## config.mk

```make
export PLATFORM = sky130hd
export DESIGN_NAME = reaction_timer
export DESIGN_NICKNAME = d
export VERILOG_FILES = /design/src/rtl/reaction_timer.sv
export SDC_FILE = /design/constraint.sdc
export NUM_CORES = 1
export LEC_CHECK = 0
export CORE_MARGIN = 1
export CORE_UTILIZATION = 40
export DETAILED_ROUTE_END_ITERATION = 10
export GPL_TIMING_DRIVEN = 0
export SLEW_MARGIN = 10
export SYNTH_ARGS = -nofsm -noshare
export SYNTH_HDL_FRONTEND = slang
export SYNTH_SLANG_ARGS = --single-unit
```

## constraint.sdc

```tcl
create_clock -name clk -period 2 [get_ports clk]
set_input_delay 0.3 -clock clk [delete_from_list [all_inputs] [get_ports clk]]
set_output_delay 0.3 -clock clk [all_outputs]
set_load 0.03 [all_outputs]
```

## src/rtl/reaction_timer.sv

```systemverilog
// rtl/reaction_timer.sv - F1 start-light reaction timer: false start, timeout and result reporting
// Optional best-time tracking is enabled by defining REACTION_BEST_TIME_EN.
module reaction_timer #(
  parameter int CNT_WIDTH = 16
) (
  input  logic                 clk,
  input  logic                 rst,
  input  logic                 arm,
  input  logic                 lights_out,
  input  logic                 tick,
  input  logic                 btn,
  output logic                 busy,
  output logic                 react_valid,
  output logic [CNT_WIDTH-1:0] react_time,
  output logic                 timeout_err,
  output logic                 false_start
`ifdef REACTION_BEST_TIME_EN
  ,
  output logic [CNT_WIDTH-1:0] best_time
`endif
);

  localparam logic [CNT_WIDTH-1:0] MAX = '1;

  typedef enum logic [2:0] {
    S_IDLE,
    S_ARMED,
    S_TIMING,
    S_DONE,
    S_FALSE
  } state_t;

  state_t               state, next_state;
  logic [CNT_WIDTH-1:0] count;
  logic                 btn_q;
  logic                 btn_rise;
  logic                 count_clr, count_inc;
  logic                 load_result, load_timeout;
  logic                 fs_set, fs_clr;

  // A level held across arm never looks like a press; only fresh rising edges do.
  assign btn_rise = btn & ~btn_q;

  always_ff @(posedge clk) begin
    if (rst) state <= S_IDLE;
    else     state <= next_state;
  end

  always_comb begin
    next_state   = state;
    count_clr    = 1'b0;
    count_inc    = 1'b0;
    load_result  = 1'b0;
    load_timeout = 1'b0;
    fs_set       = 1'b0;
    fs_clr       = 1'b0;
    busy         = 1'b0;
    react_valid  = 1'b0;
    case (state)
      S_IDLE: begin
        if (arm) next_state = S_ARMED;
      end
      S_ARMED: begin
        busy = 1'b1;
        if (btn_rise) begin
          next_state = S_FALSE;
          fs_set     = 1'b1;
        end else if (lights_out) begin
          next_state = S_TIMING;
          count_clr  = 1'b1;
        end
      end
      S_TIMING: begin
        busy = 1'b1;
        // A press wins over a coincident tick, so the tick is not counted.
        if (btn_rise) begin
          next_state  = S_DONE;
          load_result = 1'b1;
        end else if (count == MAX) begin
          next_state   = S_DONE;
          load_result  = 1'b1;
          load_timeout = 1'b1;
        end else if (tick) begin
          count_inc = 1'b1;
        end
      end
      S_DONE: begin
        react_valid = 1'b1;
        next_state  = S_IDLE;
      end
      S_FALSE: begin
        if (arm) begin
          next_state = S_ARMED;
          fs_clr     = 1'b1;
        end
      end
      default: next_state = S_IDLE;
    endcase
  end

  always_ff @(posedge clk) begin
    if (rst) begin
      count       <= '0;
      btn_q       <= 1'b0;
      react_time  <= '0;
      timeout_err <= 1'b0;
      false_start <= 1'b0;
`ifdef REACTION_BEST_TIME_EN
      best_time   <= MAX;
`endif
    end else begin
      btn_q <= btn;
      if (count_clr)      count <= '0;
      else if (count_inc) count <= count + 1'b1;
      if (load_result) begin
        react_time  <= load_timeout ? MAX : count;
        timeout_err <= load_timeout;
`ifdef REACTION_BEST_TIME_EN
        if (!load_timeout && (count < best_time)) best_time <= count;
`endif
      end
      if (fs_set)      false_start <= 1'b1;
      else if (fs_clr) false_start <= 1'b0;
    end
  end

endmodule

```

==> impl_metrics.json <==
{
  "status": "completed",
  "crit_family": "simple AND/OR/NAND/NOR gates",
  "period_minus_slack_ns": 1.854,
  "grt_antenna_before_repair": 0,
  "gp_congestion": 0.8179,
  "critical_path_arrival_ns": 2.04,
  "comb_power_share_pct": 9.6,
  "max_stage_delay_ns": 0.38,
  "reg2reg_depth": 6,
  "leakagePower_nw": 0.7796,
  "cts_tree": "done",
  "cts_sinks": 38,
  "peakVddDrop_mv": 0.4066,
  "timing.critical_path.buf_inv": 1,
  "cp-end-kind": "register",
  "ys_ff_latch": 38,
  "yosys.area.top_type": "dfxtp_1",
  "rsz0062_at_grt": "false",
  "clock_latency_ns": 0.29,
  "whs_endpoint": "react_time[3]",
  "grt_overflow": 0,
  "fill_cells": 383,
  "p_clk_share_pct": 40.9,
  "drt_iter0_drc": 126,
  "syn_to_final_growth_pct": 29.87,
  "max-slew-margin-rel_pct": 66.78,
  "clk_pin_slew_ns": 0.07,
  "drive_above_1_share_pct": 12.50,
  "instances_no_fill": 290,
  "wl_per_cell_um": 13.42,
  "grt_pass1_wl_um": 6375,
  "root_buffer": "clkbuf_8",
  "final_util_pct": 54.27,
  "drv_cap": 0,
  "die_area_mm2": 0.004442,
  "p_int_mw": 1.234,
  "synth-edff-count": 0,
  "antenna_cells": 0,
  "htree_levels": 2,
  "tns_ns": 0,
  "r2r-end": "count[15]",
  "yosysUniqueCellTypes": 36,
  "switching_share_pct": 22.67,
  "grt_max_degree": 12,
  "rows": 23,
  "critPathLaunchType": "register",
  "vias": 1521,
  "hold_start": "react_time[3]",
  "wirelength_um": 3892,
  "reg2reg_slack_ns": 0.15,
  "start_util_pct": 41.79,
  "seq_area_frac_synth_pct": 45.51,
  "seqPwrFrac_pct": 49.5,
  "grt_usage_pct": 19.63,
  "synthArstFlopShare_pct": 0,
  "report.final.setup_viol": 0,
  "yosysTopAreaCellShare_pct": 45.51,
  "ioPinCount": 26,
  "min_path_type": "reg2reg",
  "cts_inserted_buffers": 5,
  "critPathRequiredTime_ns": 2.19,
  "hold_violations": 0,
  "ys.flop_type": "dfxtp_1",
  "synthTopCellsByCount": "nor2_1 (51), dfxtp_1 (38), nor3_1 (22)",
  "fmax_mhz": 539.4,
  "syn_inst": 200,
  "cts_hold_buf": 0,
  "yosysWarnings": 0,
  "r2r-start": "state[2]",
  "finalMaxSlewViolations": 0,
  "grt_pass1_vias": 1389,
  "yosysMostFrequentCell": "nor2_1",
  "critPathKind": "reg2reg",
  "syn-cell-area_mm2": 0.001672,
  "yosys-top-cells-area": "dfxtp_1 (46%), nor2_1 (11%), xnor2_1 (7.3%)",
  "syn_avg_cell_area_um2": 8.358,
  "power_density_mw_per_mm2": 735.3,
  "synth_nets": 207,
  "drtAntennaViolNets": 0,
  "via_per_inst": 5.245,
  "p_sw_mw": 0.3618,
  "die_h_um": 66.65,
  "drc": 0,
  "whs_path_depth": 2,
  "crit_path_cell_trace": "buf_2 > nor3b_4 > nand4_2 > or3_1 > o31a_1 > o21ba_1",
  "worstMarginPinSlew_ns": 0.4983,
  "portBuffers": 25,
  "path_depth": 6,
  "skew_ns": 0.002722,
  "dp_hpwl_um": 2774,
  "ctsLongestPathBuffers": 2,
  "core-area_mm2": 0.004000,
  "dp.cells": 275,
  "path_max_fanout": 8,
  "final.period_utilization_pct": 92.69,
  "fin_hold_ws_ns": 0.4946,
  "worst_path_max_delay_cell": "or3_1",
  "firstDrtPassIters": 4,
  "nets": 247,
  "chipWidth_um": 66.65
}
## state kept, by name (all words and copies together), names as in the netlist
register / flops
count: 16
react_time: 16
state: 3
btn_q: 1
false_start: 1
timeout_err: 1
## logic make-up after synthesis
| kind of cell | Yosys count | synth area share (%) |
|---|---|---|
| AOI/OAI and AO/OA | 17 | 6.961 |
| xor gates and xnor gates | 14 | 7.335 |
| adders and majority gates | 1 | 0.7484 |
| buffers and inverters | 10 | 2.769 |
| DFF | 38 | 45.51 |
| and+or+nand+nor | 120 | 36.68 |
## area by class of cell
class | count | area, um^2 | share of cell area, %
Sequential cell | 38 | 765.7 | 35.27
Timing Repair Buffer | 33 | 307.8 | 14.18
Clock buffer | 6 | 82.58 | 3.804
Multi-Input combinational cell | 152 | 875.8 | 40.35
Tap cell | 50 | 62.56 | 2.882
Buffer | 9 | 42.54 | 1.960
Inverter | 1 | 3.754 | 0.1729
Clock inverter | 1 | 30.03 | 1.383
## routing by layer
layer  track usage (%)  share of wire [%]  routed length, um
met5                 0                  0                  0
met4             9.309                2.0                 76
met3             4.966                4.0                156
met2             28.41                 44               1713
met1             26.86                 50               1945
## power by group through the flow
| stage | Clock (mW) | Sequential (mW) | Combinational (mW) |
|---|---|---|---|
| after CTS | 0.664 | 0.788 | 0.149 |
| after detailed placement | 0 | 0.806 | 0.152 |
| final | 0.654 | 0.790 | 0.153 |
| after floorplan | 0 | 0.822 | 0.0785 |
| after global placement | 0 | 0.805 | 0.150 |
| after global routing | 0.698 | 0.793 | 0.168 |
## repair_timing
action	CTS	global route
setup endpoints to repair	2	21
endpoints found under the hold margin	0	0
setup buffers	0	8
cloned	0	0
gates resized for setup	2	6
pin swaps	0	4
## how the worst max path moves through the flow
| stage | from | end |
|---|---|---|
| after detailed placement | btn | react_time[11] |
| after global placement | btn | react_time[6] |
| after floorplan | count[0] | count[7] |
| after CTS | count[0] | react_time[9] |
| final | state[2] | count[15] |
| after global routing | count[0] | react_time[5] |
## per-stage QoR
| step | power [mW] | instance area [um^2] | worst slack, ns |
|---|---|---|---|
| floorplan | 0.9002 | 1672 | 0.3069 |
| global placement | 0.9545 | 1984 | -0.007937 |
| detailed placement | 0.9583 | 1984 | -0.04951 |
| CTS | 1.601 | 2095 | 0.03157 |
| global route | 1.659 | 2171 | 0.01689 |
| finish | 1.596 | 2171 | 0.1462 |
## tightest hold or removal path: stages, from the launching register on
cell     delay, ns
dfxtp_1       0.31
nor2_1        0.09
nor3_1        0.05
## cells in the final DEF, fill, tap and decap left out, types with 2 or more instances in the layout
cell	n
nor4_1	7
nand4_1	4
clkdlybuf4s50_1	23
dlygate4sd2_1	2
dfxtp_2	4
and4_1	3
clkbuf_1	4
nor2_1	51
dfxtp_1	34
a211oi_1	2
nor4b_1	2
clkbuf_8	6
nand3_1	10
xnor2_1	14
nand2_1	7
buf_2	3
nor2b_1	3
nand2b_1	3
nor3_1	22
a21oi_1	7
buf_4	9
(Power assumes the default switching activity.)
